`config.mk`:
```
export PLATFORM = sky130hd
export DESIGN_NAME = inst_axi_read_bridge_flat
export DESIGN_NICKNAME = d
export VERILOG_FILES = /design/src/rtl/inst_axi_read_bridge_pkg.sv /design/src/rtl/inst_axi_read_bridge_if.sv /design/src/rtl/inst_axi_read_bridge.sv /design/src/flat_wrapper.sv
export SDC_FILE = /design/constraint.sdc
export NUM_CORES = 1
export LEC_CHECK = 0
export BUFFER_PORTS_ARGS = -buffer_cell sky130_fd_sc_hd__buf_4
export CELL_PAD_IN_SITES_DETAIL_PLACEMENT = 1
export CELL_PAD_IN_SITES_GLOBAL_PLACEMENT = 1
export CORE_MARGIN = 2
export CORE_UTILIZATION = 26
export CTS_CLUSTER_DIAMETER = 60
export DETAILED_ROUTE_END_ITERATION = 12
export PLACE_DENSITY_LB_ADDON = 0.1
export SLEW_MARGIN = 20
export SYNTH_ARGS = -nofsm -noshare
export SYNTH_HDL_FRONTEND = slang
export SYNTH_SLANG_ARGS = --single-unit
```
`constraint.sdc`:
```
create_clock -name clk -period 2.42 [get_ports clk]
set_input_delay 0.242 -clock clk [delete_from_list [all_inputs] [get_ports clk]]
set_output_delay 0.242 -clock clk [all_outputs]
set_load 0.005 [all_outputs]
```
`src/rtl/inst_axi_read_bridge_pkg.sv`:
```
// Shared constants for the instruction-fetch AXI read bridge.
// The optional read-error flag is enabled with the INST_BRIDGE_RERR_EN macro.
package inst_axi_read_bridge_pkg;

    localparam logic [1:0] AXI_BURST_INCR = 2'b01;
    localparam logic [1:0] AXI_RESP_OKAY  = 2'b00;
    localparam logic [2:0] AXI_SIZE_WORD  = 3'b010;

    localparam int MAX_OUTSTANDING_LIMIT = 3;

    // Outstanding counter must represent 0..max_out inclusive.
    function automatic int cnt_width(input int max_out);
        return $clog2(max_out + 1);
    endfunction

endpackage

```
`src/rtl/inst_axi_read_bridge_if.sv`:
```
// Bundles the IF-stage SRAM-like port and the AXI AR/R channels of the bridge.
// inst_sram_err exists only when INST_BRIDGE_RERR_EN is defined.
interface inst_axi_read_bridge_if;

    // A transfer happens on every cycle where valid (req/arvalid/rvalid) and
    // ready (addr_ok/arready/rready) are both high; valid never drops early.
    logic        inst_sram_req;
    logic        inst_sram_wr;
    logic [1:0]  inst_sram_size;
    logic [3:0]  inst_sram_wstrb;
    logic [31:0] inst_sram_addr;
    logic [31:0] inst_sram_wdata;
    logic        inst_sram_addr_ok;
    logic        inst_sram_data_ok;
    logic [31:0] inst_sram_rdata;
`ifdef INST_BRIDGE_RERR_EN
    logic        inst_sram_err;
`endif

    logic [3:0]  arid;
    logic [31:0] araddr;
    logic [7:0]  arlen;
    logic [2:0]  arsize;
    logic [1:0]  arburst;
    logic [1:0]  arlock;
    logic [3:0]  arcache;
    logic [2:0]  arprot;
    logic        arvalid;
    logic        arready;

    logic [3:0]  rid;
    logic [31:0] rdata;
    logic [1:0]  rresp;
    logic        rlast;
    logic        rvalid;
    logic        rready;

    modport master (
`ifdef INST_BRIDGE_RERR_EN
        output inst_sram_err,
`endif
        input  inst_sram_req, inst_sram_wr, inst_sram_size, inst_sram_wstrb,
        input  inst_sram_addr, inst_sram_wdata,
        output inst_sram_addr_ok, inst_sram_data_ok, inst_sram_rdata,
        output arid, araddr, arlen, arsize, arburst, arlock, arcache, arprot, arvalid,
        input  arready,
        input  rid, rdata, rresp, rlast, rvalid,
        output rready
    );

    modport slave (
`ifdef INST_BRIDGE_RERR_EN
        input  inst_sram_err,
`endif
        output inst_sram_req, inst_sram_wr, inst_sram_size, inst_sram_wstrb,
        output inst_sram_addr, inst_sram_wdata,
        input  inst_sram_addr_ok, inst_sram_data_ok, inst_sram_rdata,
        input  arid, araddr, arlen, arsize, arburst, arlock, arcache, arprot, arvalid,
        output arready,
        output rid, rdata, rresp, rlast, rvalid,
        input  rready
    );

endinterface

```
`src/rtl/inst_axi_read_bridge.sv`:
```
// Converts IF-stage SRAM-like fetches into single-beat AXI4 reads, in order.
// Define INST_BRIDGE_RERR_EN to report non-OKAY rresp on inst_sram_err.
module inst_axi_read_bridge
    import inst_axi_read_bridge_pkg::*;
#(
    parameter int         MAX_OUTSTANDING = 2,
    parameter logic [3:0] AR_ID           = 4'd0
) (
    input  logic                   clk,
    input  logic                   reset,
    inst_axi_read_bridge_if.master bus,
    output logic [1:0]             dbg_cnt
);

    localparam int                 CNT_W   = cnt_width(MAX_OUTSTANDING);
    localparam logic [CNT_W-1:0]   CNT_MAX = CNT_W'(MAX_OUTSTANDING);

    logic [CNT_W-1:0] cnt;
    logic [CNT_W-1:0] cnt_next;
    logic             arvalid_r;
    logic [31:0]      araddr_r;
    logic [2:0]       arsize_r;
    logic             data_ok_r;
    logic [31:0]      rdata_r;
    logic             accept;
    logic             r_fire;

    assign bus.inst_sram_addr_ok = bus.inst_sram_req & ~bus.inst_sram_wr & ~arvalid_r
                                 & (cnt < CNT_MAX);
    assign accept = bus.inst_sram_addr_ok;
    assign bus.rready = (cnt != '0);
    assign r_fire = bus.rvalid & bus.rready;

    assign bus.arid    = AR_ID;
    assign bus.araddr  = araddr_r;
    assign bus.arlen   = 8'd0;
    assign bus.arsize  = arsize_r;
    assign bus.arburst = AXI_BURST_INCR;
    assign bus.arlock  = 2'b00;
    assign bus.arcache = 4'h0;
    assign bus.arprot  = 3'h0;
    assign bus.arvalid = arvalid_r;

    assign bus.inst_sram_data_ok = data_ok_r;
    assign bus.inst_sram_rdata   = rdata_r;
    assign dbg_cnt               = 2'(cnt);

    // cnt covers a read from acceptance until its data_ok, so it bounds both
    // the AR slot and the single registered R beat.
    always_comb begin
        cnt_next = cnt;
        if (accept && !data_ok_r) begin
            cnt_next = cnt + CNT_W'(1);
        end else if (!accept && data_ok_r) begin
            cnt_next = cnt - CNT_W'(1);
        end
    end

    always_ff @(posedge clk) begin
        if (reset) begin
            cnt       <= '0;
            arvalid_r <= 1'b0;
            araddr_r  <= 32'h0;
            arsize_r  <= AXI_SIZE_WORD;
            data_ok_r <= 1'b0;
            rdata_r   <= 32'h0;
        end else begin
            cnt       <= cnt_next;
            data_ok_r <= r_fire;
            if (accept) begin
                arvalid_r <= 1'b1;
                araddr_r  <= bus.inst_sram_addr;
                arsize_r  <= {1'b0, bus.inst_sram_size};
            end else if (arvalid_r && bus.arready) begin
                arvalid_r <= 1'b0;
            end
            if (r_fire) begin
                rdata_r <= bus.rdata;
            end
        end
    end

`ifdef INST_BRIDGE_RERR_EN
    logic err_r;

    always_ff @(posedge clk) begin
        if (reset) begin
            err_r <= 1'b0;
        end else begin
            err_r <= r_fire & (bus.rresp != AXI_RESP_OKAY);
        end
    end

    assign bus.inst_sram_err = err_r;

    logic unused_inputs;
    assign unused_inputs = ^{bus.inst_sram_wstrb, bus.inst_sram_wdata, bus.rid, bus.rlast};
`else
    logic unused_inputs;
    assign unused_inputs = ^{bus.inst_sram_wstrb, bus.inst_sram_wdata, bus.rid, bus.rlast,
                             bus.rresp};
`endif

endmodule

```
`src/flat_wrapper.sv`:
```
// flat-port wrapper written by rule: the top's interface ports become plain ports
module inst_axi_read_bridge_flat import inst_axi_read_bridge_pkg::*;
#(
    parameter int         MAX_OUTSTANDING = 2,
    parameter logic [3:0] AR_ID           = 4'd0
)
  (clk, reset, dbg_cnt, bus_inst_sram_req, bus_inst_sram_wr, bus_inst_sram_size, bus_inst_sram_wstrb, bus_inst_sram_addr, bus_inst_sram_wdata, bus_inst_sram_addr_ok, bus_inst_sram_data_ok, bus_inst_sram_rdata, bus_arid, bus_araddr, bus_arlen, bus_arsize, bus_arburst, bus_arlock, bus_arcache, bus_arprot, bus_arvalid, bus_arready, bus_rid, bus_rdata, bus_rresp, bus_rlast, bus_rvalid, bus_rready);
  inst_axi_read_bridge_if bus_i ();
  input  logic clk;
  input  logic reset;
  output logic [1:0] dbg_cnt;
  input wire logic [$bits(bus_i.inst_sram_req)-1:0] bus_inst_sram_req;
  input wire logic [$bits(bus_i.inst_sram_wr)-1:0] bus_inst_sram_wr;
  input wire logic [$bits(bus_i.inst_sram_size)-1:0] bus_inst_sram_size;
  input wire logic [$bits(bus_i.inst_sram_wstrb)-1:0] bus_inst_sram_wstrb;
  input wire logic [$bits(bus_i.inst_sram_addr)-1:0] bus_inst_sram_addr;
  input wire logic [$bits(bus_i.inst_sram_wdata)-1:0] bus_inst_sram_wdata;
  output wire logic [$bits(bus_i.inst_sram_addr_ok)-1:0] bus_inst_sram_addr_ok;
  output wire logic [$bits(bus_i.inst_sram_data_ok)-1:0] bus_inst_sram_data_ok;
  output wire logic [$bits(bus_i.inst_sram_rdata)-1:0] bus_inst_sram_rdata;
  output wire logic [$bits(bus_i.arid)-1:0] bus_arid;
  output wire logic [$bits(bus_i.araddr)-1:0] bus_araddr;
  output wire logic [$bits(bus_i.arlen)-1:0] bus_arlen;
  output wire logic [$bits(bus_i.arsize)-1:0] bus_arsize;
  output wire logic [$bits(bus_i.arburst)-1:0] bus_arburst;
  output wire logic [$bits(bus_i.arlock)-1:0] bus_arlock;
  output wire logic [$bits(bus_i.arcache)-1:0] bus_arcache;
  output wire logic [$bits(bus_i.arprot)-1:0] bus_arprot;
  output wire logic [$bits(bus_i.arvalid)-1:0] bus_arvalid;
  input wire logic [$bits(bus_i.arready)-1:0] bus_arready;
  input wire logic [$bits(bus_i.rid)-1:0] bus_rid;
  input wire logic [$bits(bus_i.rdata)-1:0] bus_rdata;
  input wire logic [$bits(bus_i.rresp)-1:0] bus_rresp;
  input wire logic [$bits(bus_i.rlast)-1:0] bus_rlast;
  input wire logic [$bits(bus_i.rvalid)-1:0] bus_rvalid;
  output wire logic [$bits(bus_i.rready)-1:0] bus_rready;
  assign bus_i.inst_sram_req = bus_inst_sram_req;
  assign bus_i.inst_sram_wr = bus_inst_sram_wr;
  assign bus_i.inst_sram_size = bus_inst_sram_size;
  assign bus_i.inst_sram_wstrb = bus_inst_sram_wstrb;
  assign bus_i.inst_sram_addr = bus_inst_sram_addr;
  assign bus_i.inst_sram_wdata = bus_inst_sram_wdata;
  assign bus_inst_sram_addr_ok = bus_i.inst_sram_addr_ok;
  assign bus_inst_sram_data_ok = bus_i.inst_sram_data_ok;
  assign bus_inst_sram_rdata = bus_i.inst_sram_rdata;
  assign bus_arid = bus_i.arid;
  assign bus_araddr = bus_i.araddr;
  assign bus_arlen = bus_i.arlen;
  assign bus_arsize = bus_i.arsize;
  assign bus_arburst = bus_i.arburst;
  assign bus_arlock = bus_i.arlock;
  assign bus_arcache = bus_i.arcache;
  assign bus_arprot = bus_i.arprot;
  assign bus_arvalid = bus_i.arvalid;
  assign bus_i.arready = bus_arready;
  assign bus_i.rid = bus_rid;
  assign bus_i.rdata = bus_rdata;
  assign bus_i.rresp = bus_rresp;
  assign bus_i.rlast = bus_rlast;
  assign bus_i.rvalid = bus_rvalid;
  assign bus_rready = bus_i.rready;
  inst_axi_read_bridge #(.MAX_OUTSTANDING(MAX_OUTSTANDING), .AR_ID(AR_ID)) u_core (.clk(clk), .reset(reset), .bus(bus_i), .dbg_cnt(dbg_cnt));
endmodule
```
Word level (Yosys, flattened, before mapping)
Cells that the tools add are included.

word-level totals
  flip-flop bits (word level) = 70
  memory bits (read-only) = 0
  memories kept = 0
  input bits = 115
  output and inout bits = 96
  RAM bits = 0
  word-level logic and storage cells = 27
  bits in latches = 0

operators by class
  magnitude comparators = 1
  reduce and logical (&&, ||, !) cells = 8
  multipliers = 0
  divide/modulo/power cells = 0
  multiplexer cells = 4
  $add $sub $neg = 2
  equality and inequality tests = 0
  bitwise logic cells = 6
  shift-type cells = 0

operators with widths
  operator             count
  $reduce_bool 2->1    3
  $and 1x1->1          4
  $mux 2               2
  $logic_and 1x1->1    3
  $add 2x1->2 const B  1
  $logic_not 1->1      2
  $lt 2x2->1 const B   1
  $mux 1               2
  $not 1->1            2
  $sub 2x1->2 const B  1

Depth between registers and ports, before layout
Gate-level depths: netlist of the first run.

  word-level depth = 8
  gate-level depth with buffers = 8
  mapped depth without buffers = 6

Least setup slack after synthesis of the first run
Ideal clock, no wire load.

  kind = register to register
  start = register u_core.cnt[1], in the netlist u_core.dbg_cnt[1]
  end = register u_core.cnt[1], in the netlist u_core.dbg_cnt[1]
  stages on the path, launching flop included = 8
  period minus slack after synthesis = 1.988 ns
  path buffers = 2
  setup slack = 0.432 ns
  data arrival time = 1.917 ns
  setup time = 0.070 ns
  data required time = 2.350 ns
  cells stage by stage = dfxtp_1 > or4b_1 > buf_6 > inv_8 > buf_8 > ha_1 > or3_1 > a21oi_1

on the way
  longest elaborated chain between the ends = 5
  elaborated cells on any way between the ends = 10
  those cells by class = 2 x add/sub; 1 x order compare; 2 x mux; 1 x bitwise; 4 x reduce/logical

ends and longest elaborated chain
  item                                RTL line                    RTL
  start, declared                     inst_axi_read_bridge.sv:18  logic [CNT_W-1:0] cnt;
  start signal, assigned              inst_axi_read_bridge.sv:68  cnt <= cnt_next;
  $lt 2x2->1 *                        inst_axi_read_bridge.sv:29  & (cnt < CNT_MAX);
  $and 1x1->1 *                       inst_axi_read_bridge.sv:29
  via bus_inst_sram_addr_ok           flat_wrapper.sv:18          output wire logic [$bits(bus_i.inst_sram_addr_ok)-1:0] bus_inst_sram_addr_ok;
  $logic_not 1->1                     inst_axi_read_bridge.sv:54  end else if (!accept && data_ok_r) begin
  $logic_and 1x1->1                   inst_axi_read_bridge.sv:54
  $reduce_bool 2->1 (no source line)  --

Mark *: on every way through the listed nets, which the timed path passes. The rest lies on a longest branch. The select of a mux whose other input is x is not followed.
A chain may end at the register's enable or synchronous reset.

Final worst setup path of the first run
  start = register u_core.cnt[1], in the netlist u_core.dbg_cnt[1]
  end = output bus_inst_sram_addr_ok

on the way
  longest elaborated chain between the ends = 2

ends and longest elaborated chain
  item           RTL line
  $lt 2x2->1     inst_axi_read_bridge.sv:29
  $and 1x1->1    inst_axi_read_bridge.sv:29
  end, declared  flat_wrapper.sv:18

No other way between the ends.

==> impl_metrics.toml, run 1 <==
[sta]
min_period_ps = 2252
rsz0062_at_grt = "no"
slew-limit-headroom_pct = 42.21
worstMarginPinSlew_ps = 866.9
hold_violations = 0
max_freq_mhz = 444.0
fin_crit_sh_pct = 93.06
skew_ps = 5.026
fin_setup_tns_ps = 0
finalSetupViolCount = 0
slew_viol_final = 0

[drt]
wl_um = 7709
ant_nets = 0
drc = 0
firstDrtPassIters = 4
vias_per_cell = 4.193
dr_total_vias = 2545
wl_per_cell_um = 12.70
first_iter_violations = 62

[logic_synthesis]
synth_top_family_by_area = "simple AND/OR/NAND/NOR gates"
yosys.area_share.xor_xnor_pct = 0.6455
synth_top_area_cell = "dfxtp_1"
synth.distinct_cells = 24
yosysTopAreaCellShare_pct = 51.64
synth-simple-area-share_pct = 19.87
synth-seq-area-share_pct = 51.64
ys_ff_latch = 70
muxShareOfSynthArea_pct = 0
synth-compound-area-share_pct = 15.35
syn_inst = 331
avgSynthCellArea_sq_um = 8.199
netlist_area_sq_mm = 0.002714
synthAdderAreaFrac_pct = 0.4610
ys_warn_count = 0
synth_area_leaders = "dfxtp_1 52%, nand2_1 18%, a21oi_1 9.2%"

[final_layout]
synthToLayoutAreaGrowth_pct = 47.53
fillers = 1270
antenna_cells = 0
fin_nets = 582
drive_gt1_share_pct = 38.64

[critical_path]
start_kind = "flop"
cp_top_family = "simple AND/OR/NAND/NOR gates"
r2r-start = "u_core.dbg_cnt[1]$_SDFFE_PP0P_"
worst_setup_path_end_kind = "output port"
worstPathRequired_ps = 2180
cp_common_cell = "buf_4"
crit_chain = "or4b_1 > inv_8 > buf_4 > buf_4"
critPathMaxFanout = 35
cp.arrival_ps = 2010
critPathMaxStageDelay_ps = 660
crit_cells = 4
r2r_setup_slack_ps = 490
reg2reg_depth = 5
r2r-end = "u_core.dbg_cnt[1]$_SDFFE_PP0P_"
critical_path_buf_inv_count = 3
criticalPathCategory = "reg -> out"
slowest_stage = "or4b_1"

[job]
cap_violations = 0

[min_path]
hold_end = "u_core.bus.arsize[1]$_SDFFE_PP1P_"
holdCritStartpoint = "bus_inst_sram_size[1]"
hold_class = "in -> reg"
hold-path-cell-count = 3

[grt]
antenna_found_initial = 0
grt_pass1_wl_um = 12080
grt_pass1_vias = 2477
grt_start_max_net_pins = 71
grt_overflow = 0
grtUsageTotal_pct = 13.67

[placed_design]
dpl.hpwl_um = 5347
place_congestion = 0.6724
portBuffers = 143

[outcome]
status = "completed"

[floorplan]
die_area_sq_mm = 0.01127
start_util_pct = 26.53
fp.dieW_um = 106.2
num_rows = 37
pin_count = 211
die_height_um = 106.2
core-area_sq_mm = 0.01023

[power_and_ir_drop]
finalPower_w = 0.003005
power.density_mw_per_mm2 = 750.6
peakVddDrop_mv = 0.2895
p_leak_nw = 1.762

[clock_tree]
clockBufferDepth = 2
holdBufCountCts = 0
cts_setup_buffers = 0
cts_tree = "done"
cts_resized = 0
htree_levels = 3
clkLatencyLatePin_ps = 350
numCtsBuffers = 9
clk_pin_slew_worst_paths_ps = 70
cts.sinks = 70
root_buffer = "clkbuf_8"
-- logic make-up after synthesis --
kind of cell / Yosys count
and+or+nand+nor: 139
AOI/OAI and AO/OA: 70
DFF: 70
buffers and inverters: 47
xor gates and xnor gates: 2
other: 2
adders and majority gates: 1
-- layout make-up --
type	instances	area [sq um]	area share, %
timing repair buffer	147	1104	27.56
multi-input combinational	236	1080	26.97
sequential	70	1401	35.00
clock inverter	3	65.06	1.625
clock buffer	13	168.9	4.219
tap	136	170.2	4.250
inverter	2	15.01	0.3750
-- sequential cells by signal (all words and copies together), names as in the netlist --
name                          flops
u_core.bus.arvalid                1
u_core.bus.inst_sram_data_ok      1
u_core.dbg_cnt                    2
u_core.bus.inst_sram_rdata       32
u_core.bus.araddr                32
u_core.bus.arsize                 2
-- how the worst max path moves through the flow --
stage / startpoint / to / slack (ps)
final: u_core.dbg_cnt[1]$_SDFFE_PP0P_ / bus_inst_sram_addr_ok / 170
after global routing: u_core.dbg_cnt[1]$_SDFFE_PP0P_ / bus_inst_sram_addr_ok / 7
after CTS: u_core.dbg_cnt[1]$_SDFFE_PP0P_ / bus_inst_sram_addr_ok / 120
after detailed placement: u_core.dbg_cnt[1]$_SDFFE_PP0P_ / u_core.dbg_cnt[1]$_SDFFE_PP0P_ / 490
after global placement: u_core.dbg_cnt[1]$_SDFFE_PP0P_ / bus_inst_sram_addr_ok / 520
after floorplan: u_core.dbg_cnt[1]$_SDFFE_PP0P_ / u_core.dbg_cnt[1]$_SDFFE_PP0P_ / 430
-- per-stage QoR --
step                hold slack, ps  instance area (sq um)  util (%)  cells  setup WS [ps]
floorplan                    366.3                   2796         -    353          432.4
global placement             442.8                   3770     36.85    591          517.7
detailed placement           449.8                   3770     36.85    591          494.5
CTS                          83.06                   4004     39.13    607          124.3
global route                 95.69                   4004     39.13    607          6.514
finish                       105.0                   4004     39.13    607          167.9
-- layer usage --
metal	share of wire (%)	vias up	GRT usage [%]
li1	-	1272	-
met1	44	1160	17.25
met2	45	102	20.74
met3	9.1	11	4.292
met4	1.9	0	7.331
met5	0	-	0
-- synthesized netlist by cell type --
cell type and number:
a21oi_1 50, a21oi_2 17, buf_1 1, buf_2 3, buf_4 24, buf_6 1
buf_8 3, clkbuf_1 13, conb_1 2, dfxtp_1 70, ha_1 1, inv_1 1
inv_8 1, nand2_1 132, nand2b_1 1, nand3b_1 1, nor2_1 2, o21a_1 1
o21ai_0 1, o21ai_1 1, or2_2 1, or3_1 1, or4b_1 1, xor2_1 2
-- power breakdown --
part	switching (W)	internal, W	total (W)
Clock	0.000441	0.000664	0.00111
Combinational	0.000287	0.000295	0.000583
Sequential	0.0000625	0.00125	0.00132
-- placed cells by master, fill, tap and decap left out --
| cell | Yosys | final |
|---|---|---|
| nand3b_1 | 1 | 1 |
| nand2_1 | 132 | 132 |
| inv_1 | 1 | 1 |
| inv_8 | 1 | 1 |
| nand2b_1 | 1 | 1 |
| o21ai_0 | 1 | 1 |
| a21oi_2 | 17 | 17 |
| or3_1 | 1 | 1 |
| or4b_1 | 1 | 1 |
| nor2_1 | 2 | 2 |
| a21oi_1 | 50 | 50 |
| clkinv_2 | 0 | 1 |
| o21a_1 | 1 | 1 |
| o21ai_2 | 0 | 1 |
| ha_1 | 1 | 1 |
| dfxtp_1 | 70 | 70 |
| xor2_1 | 2 | 2 |
| bufinv_16 | 0 | 2 |
| clkbuf_8 | 0 | 12 |
| clkbuf_1 | 13 | 1 |
| or2_2 | 1 | 1 |
| conb_1 | 2 | 24 |
| buf_4 | 24 | 147 |
-- worst min-delay path, stage by stage --
cell,delay (ps)
buf_4,80
nand2_1,40
nand3b_1,60
Power figures use the tool's default switching activity.
==> run 2: changes to the inputs <==
--- a/config.mk
+++ b/config.mk
@@ -5,7 +5,7 @@
 export SDC_FILE = /design/constraint.sdc
 export NUM_CORES = 1
 export LEC_CHECK = 0
-export BUFFER_PORTS_ARGS = -buffer_cell sky130_fd_sc_hd__buf_4
+export BUFFER_PORTS_ARGS = -buffer_cell sky130_fd_sc_hd__clkbuf_2
 export CELL_PAD_IN_SITES_DETAIL_PLACEMENT = 1
 export CELL_PAD_IN_SITES_GLOBAL_PLACEMENT = 1
 export CORE_MARGIN = 2
==> run 2 against run 1 <==
Net effect:
- utilization fell by 3.7 points
- setup slack improved by 14 ps
- hold slack improved by 19 ps
- via count fell by 1.1%
- sequential share of layout area rose by 3.6 points
- count of clock-buffer cells in the layout fell by 1
- global-route usage fell by 0.26 points
- final cell count rose by 0.16%
- non-clock buffer count rose by 1
- critical endpoint unchanged
- largest cell class unchanged
- highest routed layer unchanged
==> impl_metrics.toml, run 2 (synthesized netlist as in run 1, its figures left out) <==
[job]
cap_violations = 0

[drt]
wl_um = 7530
vias_per_cell = 4.140
firstDrtPassIters = 4
drc = 0
ant_nets = 0
dr_total_vias = 2517
wl_per_cell_um = 12.38
first_iter_violations = 67

[critical_path]
worstPathRequired_ps = 2180
criticalPathCategory = "reg -> out"
cp.arrival_ps = 2000
r2r_setup_slack_ps = 490
r2r-start = "u_core.dbg_cnt[1]$_SDFFE_PP0P_"
reg2reg_depth = 5
r2r-end = "u_core.dbg_cnt[1]$_SDFFE_PP0P_"
worst_setup_path_end_kind = "output port"
crit_end = "bus_inst_sram_addr_ok"
start_kind = "flop"
crit_start = "u_core.dbg_cnt[1]$_SDFFE_PP0P_"
critPathMaxFanout = 35

[power_and_ir_drop]
peakVddDrop_mv = 0.2135
power.density_mw_per_mm2 = 751.0
p_leak_nw = 1.645

[placed_design]
portBuffers = 143
dpl.hpwl_um = 5243
place_ws_ps = 482.9
place_congestion = 0.6897

[floorplan]
pin_count = 211
start_util_pct = 26.53
core-area_sq_mm = 0.01023
fp.dieW_um = 106.2
die_height_um = 106.2
num_rows = 37
die_area_sq_mm = 0.01127

[final_layout]
mostFrequentLayoutCell = "clkbuf_2"
drive_gt1_share_pct = 38.35
fillers = 1295
layout_common_cells = "143 x clkbuf_2, 132 x nand2_1, 70 x dfxtp_1"
fin_nets = 583
antenna_cells = 0
synthToLayoutAreaGrowth_pct = 33.66
multiInputGateArea_sq_mm = 0.001080
regArea_sq_mm = 0.001401

[sta]
hold_violations = 0
fin_crit_sh_pct = 92.48
slew-limit-headroom_pct = 65.25
max_freq_mhz = 446.8
skew_ps = 8.265
worstMarginPinSlew_ps = 521.1
min_period_ps = 2238
setup_slack_ps = 182.0
finalSetupViolCount = 0
fin_setup_tns_ps = 0
slew_viol_final = 0
rsz0062_at_grt = "no"

[clock_tree]
numCtsBuffers = 9
cts.sinks = 70
holdBufCountCts = 0
cts_setup_buffers = 0
cts_resized = 0
clk_pin_slew_worst_paths_ps = 70
cts_tree = "done"
root_buffer = "clkbuf_8"
htree_levels = 3
clkLatencyLatePin_ps = 330
clockBufferDepth = 2

[grt]
grt_pass1_wl_um = 11840
grt_pass1_vias = 2435
grtUsageTotal_pct = 13.41
antenna_found_initial = 0
grt_overflow = 0
grt_start_max_net_pins = 71

[outcome]
status = "completed"

[min_path]
hold_class = "in -> reg"
-- run 2: cell type report --
cell class | instances | area share (%)
clock buffers | 12 | 3.725
well taps | 136 | 4.691
clock inverters | 4 | 1.311
repair buffers | 148 | 21.46
inverters | 2 | 0.4139
flip-flops and latches | 70 | 38.63
multi-input cells | 236 | 29.77
-- run 2: how the worst min path moves through the flow --
| stage | from | endpoint | slack, ps | cells past startpoint |
|---|---|---|---|---|
| after CTS | bus_inst_sram_addr[23] | u_core.bus.araddr[23]$_SDFFE_PP0P_ | 100 | 3 |
| after floorplan | bus_inst_sram_size[1] | u_core.bus.arsize[1]$_SDFFE_PP1P_ | 370 | 2 |
| final | bus_rdata[30] | u_core.bus.inst_sram_rdata[30]$_SDFFE_PP0P_ | 120 | 3 |
| after detailed placement | u_core.bus.araddr[23]$_SDFFE_PP0P_ | u_core.bus.araddr[23]$_SDFFE_PP0P_ | 450 | 2 |
| after global placement | u_core.bus.inst_sram_rdata[2]$_SDFFE_PP0P_ | u_core.bus.inst_sram_rdata[2]$_SDFFE_PP0P_ | 440 | 2 |
| after global routing | bus_rdata[14] | u_core.bus.inst_sram_rdata[14]$_SDFFE_PP0P_ | 100 | 3 |
-- run 2: metrics by stage --
stage	util, %	total power [W]	area (sq um)	hold slack [ps]	cells
5_1_grt	35.45	0.002918	3627	100.9	608
3_3_place_gp	33.67	0.001854	3445	441.2	592
3_5_place_dp	33.67	0.001869	3445	447.5	592
4_1_cts	35.45	0.002793	3627	98.53	608
2_1_floorplan	-	0.001648	2796	366.3	353
6_report	35.45	0.002724	3627	123.6	608
-- run 2: where the power goes --
| part | internal, W | total (W) | leakage [nW] | switching [W] |
|---|---|---|---|---|
| clock | 0.000474 | 0.000899 | 0.0904 | 0.000424 |
| sequential | 0.00125 | 0.00131 | 0.570 | 0.0000600 |
| combinational | 0.000220 | 0.000511 | 0.985 | 0.000290 |
| total | 0.00195 | 0.00272 | 1.65 | 0.000774 |
-- run 2: critical path, stage by stage (launching register included) --
cell and delay (ps):
dfxtp_1 380, or4b_1 660, inv_8 80, buf_4 350
clkbuf_2 180
-- run 2: per-layer routing --
layer,vias to the layer above,wire (um),track usage [%]
li1,1279,-,-
met1,1134,3331,16.70
met2,100,3377,20.47
met3,4,768,6.193
met4,0,53,4.511
met5,-,0,0
